$ cat src/rtl/gray_step_monitor.sv
// gray_step_monitor
// Tracker stage that sits after a 4-bit Gray converter. It samples Gray
// codes under a valid strobe and decodes each one to binary. Each new sample
// is classified against the previous one as a repeat, a +1 step, a -1 step
// or an illegal jump. A signed position counter and a saturating error
// counter are maintained alongside.
// All outputs are registered, so a sample's effects appear one clock after
// the edge that captures it.
`timescale 1ns/1ps

module gray_step_monitor #(
  parameter int POS_W = 8,
  parameter int ERR_W = 8
) (
  input  logic                    clk,
  input  logic                    rst,
  input  logic [3:0]              gray_in,
  input  logic                    gray_valid,
  input  logic                    clear_err,
  output logic [3:0]              bin_out,
  output logic                    bin_valid,
  output logic                    step_up,
  output logic                    step_dn,
  output logic                    step_err,
  output logic signed [POS_W-1:0] pos,
  output logic [ERR_W-1:0]        err_count,
  output logic [1:0]              state_o
);

  // State encoding is visible on state_o, so the values are fixed.
  localparam logic [1:0] ST_IDLE  = 2'b00;
  localparam logic [1:0] ST_TRACK = 2'b01;
  localparam logic [1:0] ST_ERROR = 2'b10;

  // Difference classes between the new and previous binary samples (mod 16).
  localparam logic [3:0] DELTA_SAME = 4'd0;
  localparam logic [3:0] DELTA_UP   = 4'd1;
  localparam logic [3:0] DELTA_DN   = 4'd15;

  localparam logic signed [POS_W-1:0] POS_ONE = {{(POS_W-1){1'b0}}, 1'b1};
  localparam logic [ERR_W-1:0]        ERR_ONE = {{(ERR_W-1){1'b0}}, 1'b1};

  // Reflected-binary decode: each binary bit is the XOR of the Gray bits
  // at and above it.
  function automatic logic [3:0] gray_to_bin(input logic [3:0] g);
    logic [3:0] b;
    b[3] = g[3];
    b[2] = b[3] ^ g[2];
    b[1] = b[2] ^ g[1];
    b[0] = b[1] ^ g[0];
    return b;
  endfunction

  // Saturating increment for the error counter: stays at all-ones once reached.
  function automatic logic [ERR_W-1:0] sat_inc(input logic [ERR_W-1:0] v);
    logic [ERR_W-1:0] r;
    if (&v) begin
      r = v;
    end else begin
      r = v + ERR_ONE;
    end
    return r;
  endfunction

  // Registered state.
  logic [1:0]              state_r;
  logic [3:0]              prev_bin_r;
  logic                    bin_valid_r;
  logic                    step_up_r;
  logic                    step_dn_r;
  logic                    step_err_r;
  logic signed [POS_W-1:0] pos_r;
  logic [ERR_W-1:0]        err_cnt_r;

  // Next-state values.
  logic [1:0]              state_s;
  logic [3:0]              prev_bin_s;
  logic                    bin_valid_s;
  logic                    step_up_s;
  logic                    step_dn_s;
  logic                    step_err_s;
  logic signed [POS_W-1:0] pos_s;
  logic [ERR_W-1:0]        err_cnt_s;

  // Decoded sample and its distance from the previous sample.
  logic [3:0]              sample_bin_s;
  logic [3:0]              delta_s;

  // Decode the incoming code and form the modulo-16 step distance.
  always_comb begin
    sample_bin_s = gray_to_bin(gray_in);
    delta_s      = sample_bin_s - prev_bin_r;
  end

  // Classify the accepted sample and compute all next register values.
  always_comb begin
    state_s     = state_r;
    prev_bin_s  = prev_bin_r;
    bin_valid_s = 1'b0;
    step_up_s   = 1'b0;
    step_dn_s   = 1'b0;
    step_err_s  = 1'b0;
    pos_s       = pos_r;
    err_cnt_s   = err_cnt_r;

    if (gray_valid) begin
      // Every accepted sample updates the decoded value and the reference.
      bin_valid_s = 1'b1;
      prev_bin_s  = sample_bin_s;

      if (clear_err) begin
        // clear_err with a sample behaves as a fresh capture from IDLE.
        state_s = ST_TRACK;
      end else begin
        case (state_r)
          ST_IDLE: begin
            state_s = ST_TRACK;
          end
          ST_TRACK: begin
            case (delta_s)
              DELTA_SAME: begin
                state_s = ST_TRACK;
              end
              DELTA_UP: begin
                step_up_s = 1'b1;
                pos_s     = pos_r + POS_ONE;
                state_s   = ST_TRACK;
              end
              DELTA_DN: begin
                step_dn_s = 1'b1;
                pos_s     = pos_r - POS_ONE;
                state_s   = ST_TRACK;
              end
              default: begin
                // Any non-adjacent jump, including single-bit Gray changes
                // that are not neighbours in binary (e.g. 1 -> 14).
                step_err_s = 1'b1;
                err_cnt_s  = sat_inc(err_cnt_r);
                state_s    = ST_ERROR;
              end
            endcase
          end
          ST_ERROR: begin
            // Samples are tracked but pos and err_count stay frozen.
            state_s = ST_ERROR;
          end
          default: begin
            // Unreachable encoding: recover by treating the sample as a capture.
            state_s = ST_TRACK;
          end
        endcase
      end
    end else begin
      if (clear_err) begin
        state_s = ST_IDLE;
      end else if (state_r == 2'b11) begin
        // Unreachable encoding: fall back to a known state.
        state_s = ST_IDLE;
      end else begin
        state_s = state_r;
      end
    end
  end

  // Register every output and the tracking state; rst clears all of it at once.
  always_ff @(posedge clk or posedge rst) begin
    if (rst) begin
      state_r     <= ST_IDLE;
      prev_bin_r  <= 4'd0;
      bin_valid_r <= 1'b0;
      step_up_r   <= 1'b0;
      step_dn_r   <= 1'b0;
      step_err_r  <= 1'b0;
      pos_r       <= '0;
      err_cnt_r   <= '0;
    end else begin
      state_r     <= state_s;
      prev_bin_r  <= prev_bin_s;
      bin_valid_r <= bin_valid_s;
      step_up_r   <= step_up_s;
      step_dn_r   <= step_dn_s;
      step_err_r  <= step_err_s;
      pos_r       <= pos_s;
      err_cnt_r   <= err_cnt_s;
    end
  end

  // The previous-sample register doubles as the decoded output.
  assign bin_out   = prev_bin_r;
  assign bin_valid = bin_valid_r;
  assign step_up   = step_up_r;
  assign step_dn   = step_dn_r;
  assign step_err  = step_err_r;
  assign pos       = pos_r;
  assign err_count = err_cnt_r;
  assign state_o   = state_r;

endmodule

$ cat config.mk
export PLATFORM = sky130hd
export DESIGN_NAME = gray_step_monitor
export DESIGN_NICKNAME = d
export VERILOG_FILES = /design/src/rtl/gray_step_monitor.sv
export SDC_FILE = /design/constraint.sdc
export NUM_CORES = 1
export LEC_CHECK = 0
export BUFFER_PORTS_ARGS = -buffer_cell sky130_fd_sc_hd__buf_2
export CORE_ASPECT_RATIO = 0.9
export CORE_MARGIN = 2
export CORE_UTILIZATION = 50
export DETAILED_ROUTE_END_ITERATION = 6
export PLACE_DENSITY = 0.74
export SLEW_MARGIN = 25
export SYNTH_ARGS = -nofsm -noshare
export SYNTH_HDL_FRONTEND = slang
export SYNTH_SLANG_ARGS = --single-unit
$ cat constraint.sdc
create_clock -name clk -period 5.7 [get_ports clk]
set_clock_uncertainty 0.15 [all_clocks]
set_input_delay 0.285 -clock clk [delete_from_list [all_inputs] [get_ports clk]]
set_output_delay 0.285 -clock clk [all_outputs]
set_load 0.05 [all_outputs]
==> results of run 1 <==
[synth_stat cells (2+ instances only)]
master	count	area, µm²
sky130_fd_sc_hd__mux2_2	5	56.3
sky130_fd_sc_hd__nand4_1	2	12.5
sky130_fd_sc_hd__nor2_1	10	37.5
sky130_fd_sc_hd__o31ai_1	2	15.0
sky130_fd_sc_hd__fa_1	2	40.0
sky130_fd_sc_hd__inv_1	15	56.3
sky130_fd_sc_hd__ha_1	13	163
sky130_fd_sc_hd__or3_1	2	12.5
sky130_fd_sc_hd__dfrtp_1	26	651
sky130_fd_sc_hd__o21ai_0	6	30.0
sky130_fd_sc_hd__nand3b_1	3	22.5
sky130_fd_sc_hd__nand2_1	13	48.8
sky130_fd_sc_hd__nand3_1	4	20.0
sky130_fd_sc_hd__nor3b_1	2	15.0
sky130_fd_sc_hd__a21oi_1	11	55.1
sky130_fd_sc_hd__a21boi_0	2	15.0
sky130_fd_sc_hd__xnor2_1	9	78.8
sky130_fd_sc_hd__xor2_1	7	61.3
[what timing repair did]
| item | 4_1_cts | 5_1_grt |
|---|---|---|
| hold buffers | 0 | 1 |
| endpoints found under the setup margin | 0 | 0 |
| endpoints found under the hold margin | 0 | 26 |
| gates resized for setup | 0 | 0 |
[worst max path at each step]
stage               startpoint     end  cells past startpoint
finish              gray_in[3]  pos[6]                     17
global route        gray_in[3]  pos[6]                     17
CTS                 gray_in[3]  pos[6]                     17
detailed placement  gray_in[3]  pos[7]                     17
global placement    gray_in[3]  pos[6]                     17
floorplan           gray_in[2]  pos[7]                     17
[stage by stage]
stage	std cells	setup WS, ns	total power (W)	area, µm²	util, %
CTS	230	1.63	0.000804	1820	60.3
finish	231	1.62	0.000799	1830	60.6
global placement	226	1.46	0.000661	1770	58.5
detailed placement	226	1.29	0.000676	1770	58.5
global route	231	1.26	0.000859	1830	60.6
floorplan	153	1.80	0.000588	1560	-
[layout make-up]
cell class	count	share of cell area, %
clock inverters	1	1.64
well taps	42	2.87
multi-input cells	109	45.6
repair buffers	34	9.58
flip-flops and latches	26	35.6
inverters	16	3.56
clock buffers	3	1.23
[kinds of logic (layout without fill, tap and decap cells)]
group	count (synthesis)	after routing	synth area share (%)
xor+xnor	16	16	8.96
simple gates	44	44	15.8
fa+ha+maj	15	15	13.0
flops	26	26	41.6
compound gates	29	29	12.0
buf+inv	18	54	5.12
mux	5	5	3.60
[registers in the layout (all words and copies together) (netlist names)]
| signal | cells |
|---|---|
| bin_out | 4 |
| bin_valid | 1 |
| err_count | 8 |
| pos | 8 |
| state_o | 2 |
| step_dn | 1 |
| step_err | 1 |
| step_up | 1 |
[where the power goes]
| group | internal (W) | total [W] | switching (W) |
|---|---|---|---|
| clock network | 0.0000712 | 0.000127 | 0.0000562 |
| logic | 0.000123 | 0.000405 | 0.000282 |
| registers | 0.000224 | 0.000266 | 0.0000420 |
[layer usage]
layer	GRT usage [%]	vias up
li1	-	593
met1	21.8	568
met2	33.3	26
met3	5.13	2
met4	4.76	0
met5	0	-
==> impl_metrics.prom, run 1 <==
# TYPE chip_impl_metric gauge
chip_impl_info{name="worstHoldEndpoint",value="bin_valid"} 1
chip_impl_metric{name="ctsLongestPathBuffers",unit=""} 2
chip_impl_metric{name="routed-via-count",unit=""} 1189
chip_impl_metric{name="critical_path_required",unit="ns"} 5.78
chip_impl_metric{name="critPathMaxStageDelay",unit="ns"} 0.48
chip_impl_metric{name="finish.net_count",unit=""} 213
chip_impl_metric{name="cellLeakagePower",unit="nW"} 0.931
chip_impl_metric{name="power_per_cell_area",unit="nW/µm²"} 437
chip_impl_metric{name="worst_path_max_fanout",unit=""} 8
chip_impl_metric{name="period_share",unit="%"} 71.7
chip_impl_metric{name="slew_violations",unit=""} 0
chip_impl_metric{name="ctsHtreeMaxLevel",unit=""} 1
chip_impl_metric{name="die_x",unit="µm"} 63.0
chip_impl_metric{name="gp_routability_congestion",unit=""} 0.820
chip_impl_metric{name="fp.coreArea",unit="µm²"} 3020
chip_impl_metric{name="min_path_cells",unit=""} 1
chip_impl_metric{name="synth_area_per_cell",unit="µm²"} 10.2
chip_impl_metric{name="totalWireLength",unit="µm"} 2950
chip_impl_info{name="rsz0062_at_grt",value="false"} 1
chip_impl_metric{name="post_synthesis_instance_total",unit=""} 153
chip_impl_metric{name="setup_tns",unit="ns"} 0
chip_impl_metric{name="detail_route.vias_per_cell",unit=""} 5.15
chip_impl_metric{name="insertedDiodeCount",unit=""} 0
chip_impl_info{name="worstSetupPathType",value="input pin to flip-flop"} 1
chip_impl_metric{name="vdd_drop_max",unit="mV"} 0.233
chip_impl_metric{name="number_of_buffers_created_by_cts",unit=""} 3
chip_impl_metric{name="post-cts-setup-buffer-count",unit=""} 0
chip_impl_info{name="synth_ff_type",value="sky130_fd_sc_hd__dfrtp_1"} 1
chip_impl_metric{name="n_fill_cell",unit=""} 278
chip_impl_metric{name="maxSlewHeadroom",unit="%"} 64.1
chip_impl_metric{name="synth.distinct_cells",unit=""} 37
chip_impl_metric{name="ys_seq_area_share",unit="%"} 41.6
chip_impl_metric{name="yosys_warning_count",unit=""} 0
chip_impl_metric{name="area_of_the_multi_input_gates",unit="µm²"} 833
chip_impl_metric{name="worst_skew_pair.late_latency",unit="ns"} 0.33
chip_impl_metric{name="met2WireLength",unit="µm"} 1490
chip_impl_metric{name="min_period",unit="ns"} 4.08
chip_impl_metric{name="drt_first_iter_violations",unit=""} 60
chip_impl_info{name="crit_path_frequent_cell",value="sky130_fd_sc_hd__xnor2_1"} 1
chip_impl_metric{name="final_layout_size_suffix_gt1_share",unit="%"} 27.0
chip_impl_info{name="dr.max_layer_used",value="met4"} 1
chip_impl_metric{name="route.layer.met1.wl",unit="µm"} 1320
chip_impl_metric{name="place_hpwl",unit="µm"} 2320
chip_impl_metric{name="grt_start_max_net_pins",unit=""} 27
chip_impl_metric{name="drv.max_cap_violation_count",unit=""} 0
chip_impl_info{name="critical_path.top_delay_family",value="simple AND/OR/NAND/NOR gates"} 1
chip_impl_metric{name="finalSetupViolations",unit=""} 0
chip_impl_metric{name="synth_async_sr_flop_share",unit="%"} 100
chip_impl_metric{name="ff2ff_setup_slack",unit="ns"} 1.94
chip_impl_info{name="mostFrequentLayoutCells",value="33 x sky130_fd_sc_hd__buf_2, 26 x sky130_fd_sc_hd__dfrtp_1, 14 x sky130_fd_sc_hd__inv_1"} 1
chip_impl_metric{name="worstPathArrival",unit="ns"} 4.17
chip_impl_metric{name="synth-edff-count",unit=""} 0
chip_impl_metric{name="finalHoldViolations",unit=""} 0
chip_impl_metric{name="synth_seq_cells",unit=""} 26
chip_impl_info{name="rr_startpoint",value="bin_out[0]"} 1
chip_impl_info{name="cp-start-kind",value="input pin"} 1
chip_impl_metric{name="track_usage",unit="%"} 18.4
chip_impl_info{name="reg2reg_to",value="pos[6]"} 1
chip_impl_metric{name="router_iterations_before_antenna_repair",unit=""} 4
chip_impl_metric{name="cts.clk_slew.worst_paths",unit="ns"} 0.14
chip_impl_info{name="hp-start",value="gray_valid"} 1
chip_impl_metric{name="route.detailed.drc",unit=""} 0
chip_impl_metric{name="worst_hold_slack",unit="ns"} 0.0298
chip_impl_metric{name="dieHeight",unit="µm"} 57.1
chip_impl_metric{name="syn2layout_area_growth",unit="%"} 17.0
chip_impl_metric{name="synthesis.nets",unit=""} 176
chip_impl_metric{name="tritoncts_num_sinks",unit=""} 26
chip_impl_info{name="worst_path_max_delay_cell",value="sky130_fd_sc_hd__or3_1"} 1
chip_impl_info{name="worst_setup_path_end_kind",value="flip-flop"} 1
chip_impl_metric{name="initial_core_utilization",unit="%"} 51.8
chip_impl_metric{name="timing.critical_path.buf_inv",unit=""} 2
chip_impl_metric{name="ff2ff_path_depth",unit=""} 13
chip_impl_metric{name="number_of_global_route_vias_before_repair",unit=""} 1223
chip_impl_metric{name="grt_pass1_wl",unit="µm"} 5320
chip_impl_info{name="tritoncts",value="built"} 1
chip_impl_metric{name="number_of_nets_still_failing_antenna_checks_after_routing",unit=""} 0
chip_impl_info{name="clk_root_buffer_cell",value="sky130_fd_sc_hd__clkbuf_4"} 1
chip_impl_metric{name="floorplan.rows",unit=""} 19
chip_impl_metric{name="synthesis.area",unit="µm²"} 1560
chip_impl_info{name="cp_cell_sequence",value="buf_2 -> xnor2_1 -> xnor2_1 -> xnor2_1 -> ha_1 -> fa_1 -> xor2_1 -> or3_1 -> or3_1 -> inv_6 -> ha_1 -> nor2b_1 -> o21ai_0 -> a21boi_0 -> o21ai_0 -> nor3b_1 -> o31ai_1"} 1
chip_impl_metric{name="antenna_violations_before_repair",unit=""} 0
chip_impl_metric{name="grt_remaining_overflow",unit=""} 0
chip_impl_metric{name="worstMarginPinSlew",unit="ns"} 0.537
chip_impl_metric{name="detailroute.wirelength.met3",unit="µm"} 136
chip_impl_info{name="final_common_cell",value="sky130_fd_sc_hd__buf_2"} 1
chip_impl_info{name="holdCritPathClass",value="input pin to flip-flop"} 1
chip_impl_metric{name="max_frequency",unit="GHz"} 0.245
chip_impl_metric{name="buffer_ports.inserted",unit=""} 33
chip_impl_metric{name="register_area",unit="µm²"} 651
chip_impl_info{name="status",value="finished clean"} 1
chip_impl_metric{name="die_area",unit="µm²"} 3590
chip_impl_metric{name="top_level_ports",unit=""} 34
chip_impl_metric{name="routed_wire_length_per_instance",unit="µm"} 12.8
Power figures use the tool's default switching activity.
==> run 2: changes to the inputs <==
--- a/config.mk
+++ b/config.mk
@@ -8,9 +8,9 @@
 export BUFFER_PORTS_ARGS = -buffer_cell sky130_fd_sc_hd__buf_2
 export CORE_ASPECT_RATIO = 0.9
 export CORE_MARGIN = 2
-export CORE_UTILIZATION = 50
+export CORE_UTILIZATION = 48
 export DETAILED_ROUTE_END_ITERATION = 6
-export PLACE_DENSITY = 0.74
+export PLACE_DENSITY = 0.75
 export SLEW_MARGIN = 25
 export SYNTH_ARGS = -nofsm -noshare
 export SYNTH_HDL_FRONTEND = slang
==> constraint.sdc (replaced) <==
create_clock -name clk -period 3.51 [get_ports clk]
set_clock_uncertainty 0.15 [all_clocks]
set_input_delay 0.1755 -clock clk [delete_from_list [all_inputs] [get_ports clk]]
set_output_delay 0.1755 -clock clk [all_outputs]
set_load 0.05 [all_outputs]
==> impl_metrics.prom, run 2 (synthesis results as in run 1) <==
# TYPE chip_impl_metric gauge
chip_impl_metric{name="antenna_violations_before_repair",unit=""} 0
chip_impl_info{name="rsz0062_at_grt",value="false"} 1
chip_impl_metric{name="router_iterations_before_antenna_repair",unit=""} 4
chip_impl_info{name="final_common_cell",value="sky130_fd_sc_hd__buf_2"} 1
chip_impl_metric{name="insertedDiodeCount",unit=""} 0
chip_impl_metric{name="routed_wire_length_per_instance",unit="µm"} 12.9
chip_impl_metric{name="finalPower",unit="W"} 0.00145
chip_impl_info{name="tritoncts",value="built"} 1
chip_impl_metric{name="worstPathArrival",unit="ns"} 3.50
chip_impl_metric{name="drt_first_iter_violations",unit=""} 49
chip_impl_info{name="mostFrequentLayoutCells",value="33 x sky130_fd_sc_hd__buf_2, 25 x sky130_fd_sc_hd__dfrtp_1, 19 x sky130_fd_sc_hd__buf_4"} 1
chip_impl_metric{name="cts.clk_slew.worst_paths",unit="ns"} 0.14
chip_impl_metric{name="drv.max_cap_violation_count",unit=""} 0
chip_impl_metric{name="power_per_cell_area",unit="nW/µm²"} 694
chip_impl_metric{name="n_fill_cell",unit=""} 263
chip_impl_metric{name="gp_routability_congestion",unit=""} 0.823
chip_impl_metric{name="finish.net_count",unit=""} 233
chip_impl_metric{name="grt_pass1_wl",unit="µm"} 5550
chip_impl_metric{name="fin_cells",unit=""} 251
chip_impl_metric{name="fp.coreArea",unit="µm²"} 3090
chip_impl_metric{name="power.share.combinational",unit="%"} 55.7
chip_impl_metric{name="min_period",unit="ns"} 3.40
chip_impl_metric{name="tritoncts_num_sinks",unit=""} 26
chip_impl_metric{name="number_of_global_route_vias_before_repair",unit=""} 1335
chip_impl_info{name="worstSetupPathType",value="input pin to flip-flop"} 1
chip_impl_info{name="status",value="finished clean"} 1
chip_impl_metric{name="initial_core_utilization",unit="%"} 50.6
chip_impl_metric{name="number_of_nets_still_failing_antenna_checks_after_routing",unit=""} 0
chip_impl_metric{name="slew_violations",unit=""} 0
chip_impl_metric{name="grt_start_max_net_pins",unit=""} 27
chip_impl_metric{name="maxSlewHeadroom",unit="%"} 65.4
chip_impl_metric{name="worst_path_max_fanout",unit=""} 7
chip_impl_metric{name="number_of_buffers_created_by_cts",unit=""} 3
chip_impl_metric{name="dp.cells",unit=""} 242
chip_impl_metric{name="power.net_switching",unit="W"} 0.000663
chip_impl_metric{name="worst_skew_pair.late_latency",unit="ns"} 0.33
chip_impl_metric{name="ctsHtreeMaxLevel",unit=""} 1
chip_impl_metric{name="finalHoldViolations",unit=""} 0
chip_impl_metric{name="track_usage",unit="%"} 18.8
chip_impl_metric{name="syn2layout_area_growth",unit="%"} 33.6
chip_impl_metric{name="cellLeakagePower",unit="nW"} 1.05
chip_impl_metric{name="post-route-cell-area",unit="µm²"} 2090
chip_impl_metric{name="ctsLongestPathBuffers",unit=""} 2
chip_impl_metric{name="floorplan.rows",unit=""} 19
chip_impl_metric{name="utilization",unit="%"} 67.6
chip_impl_metric{name="dieHeight",unit="µm"} 58.2
chip_impl_metric{name="clkPwrFrac",unit="%"} 14.1
chip_impl_metric{name="die_area",unit="µm²"} 3730
chip_impl_metric{name="detail_route.vias_per_cell",unit=""} 5.24
chip_impl_metric{name="top_level_ports",unit=""} 34
chip_impl_metric{name="p_seq_share",unit="%"} 30.2
chip_impl_metric{name="vdd_drop_max",unit="mV"} 0.471
chip_impl_metric{name="place_hpwl",unit="µm"} 2550
chip_impl_metric{name="grt_remaining_overflow",unit=""} 0
chip_impl_info{name="worst_setup_path_end_kind",value="flip-flop"} 1
chip_impl_metric{name="finalSetupViolations",unit=""} 0
chip_impl_metric{name="max_frequency",unit="GHz"} 0.294
chip_impl_info{name="clk_root_buffer_cell",value="sky130_fd_sc_hd__clkbuf_4"} 1
chip_impl_metric{name="final_layout_size_suffix_gt1_share",unit="%"} 40.7
chip_impl_metric{name="routed-via-count",unit=""} 1316
chip_impl_info{name="cp-start-kind",value="input pin"} 1
chip_impl_metric{name="totalWireLength",unit="µm"} 3240
chip_impl_metric{name="die_x",unit="µm"} 64.2
chip_impl_metric{name="critical_path_required",unit="ns"} 3.61
chip_impl_metric{name="placed_cell_area",unit="µm²"} 1970
chip_impl_metric{name="p_sw_share",unit="%"} 45.7
chip_impl_metric{name="route.detailed.drc",unit=""} 0
chip_impl_metric{name="period_share",unit="%"} 96.9
chip_impl_metric{name="worstMarginPinSlew",unit="ns"} 0.519
chip_impl_metric{name="internal-power",unit="W"} 0.000787
chip_impl_info{name="holdCritPathClass",value="input pin to flip-flop"} 1
chip_impl_metric{name="buffer_ports.inserted",unit=""} 33
[run 2: repair_timing]
item | 4_1_cts | 5_1_grt
endpoints found under the hold margin | 27 | 0
endpoints found under the setup margin | 2 | 3
cloned | 0 | 0
hold buffers | 2 | 0
pin swaps | 0 | 10
buffers inserted | 0 | 3
gates resized for setup | 2 | 6
[run 2: power groups by stage]
| stage | Clock [W] | Sequential, W | Combinational (W) |
|---|---|---|---|
| floorplan | 0 | 0.000664 | 0.000321 |
| global placement | 0 | 0.000441 | 0.000749 |
| detailed placement | 0 | 0.000445 | 0.000769 |
| CTS | 0.000211 | 0.000438 | 0.000781 |
| global route | 0.000223 | 0.000451 | 0.000871 |
| finish | 0.000205 | 0.000438 | 0.000807 |
[run 2: routing by layer]
metal	track usage (%)	share of wire, %	vias to the layer above	routed length [µm]
met5	0	0	-	0
met4	4.86	0.80	0	26
met3	4.27	4.3	5	140
met2	34.7	52	32	1690
met1	22.4	43	642	1380
li1	-	-	637	-
[run 2: through the flow]
stage               setup slack (ns)  TNS, ns  hold WS, ns
floorplan                     -0.102   -0.130       0.0569
global placement              -0.263   -0.887        0.267
detailed placement            -0.532    -1.70        0.272
CTS                           0.0400        0       0.0125
global route                 0.00113        0       0.0242
finish                         0.108        0       0.0258
[run 2: layout make-up]
cell class              instances  area [µm²]  area share [%]
clock buffers                   3        22.5            1.08
clock inverters                 1        30.0            1.44
inverters                      16        67.6            3.23
multi-input cells             109         937            44.9
flip-flops and latches         26         652            31.2
well taps                      42        52.6            2.51
repair buffers                 54         328            15.7
[run 2: critical path, cell delays in order]
cell	delay (ns)
sky130_fd_sc_hd__buf_2	0.13
sky130_fd_sc_hd__xnor2_4	0.16
sky130_fd_sc_hd__xnor2_2	0.16
sky130_fd_sc_hd__xnor2_2	0.15
sky130_fd_sc_hd__ha_2	0.20
sky130_fd_sc_hd__fa_1	0.37
sky130_fd_sc_hd__xor2_1	0.19
sky130_fd_sc_hd__or3_1	0.30
sky130_fd_sc_hd__or3_4	0.42
sky130_fd_sc_hd__inv_8	0.10
sky130_fd_sc_hd__ha_4	0.21
sky130_fd_sc_hd__nor2b_1	0.13
sky130_fd_sc_hd__o21ai_1	0.19
sky130_fd_sc_hd__a21boi_2	0.10
sky130_fd_sc_hd__o21ai_2	0.18
sky130_fd_sc_hd__a21boi_1	0.09
sky130_fd_sc_hd__o31ai_1	0.23
[run 2: worst paths after layout]
| check | startpoint | endpoint | slack, ns | cells past startpoint |
|---|---|---|---|---|
| min reg2reg | pos[7] | pos[7] | 0.33 | 1 |
| max | gray_in[3] | pos[6] | 0.11 | 17 |
| max reg2reg | bin_out[0] | pos[6] | 0.14 | 13 |
| min in group asynchronous | rst | bin_valid | 0.26 | 3 |
| min | clear_err | state_o[0] | 0.03 | 3 |
| max in group asynchronous | rst | bin_out[0] | 2.57 | 3 |
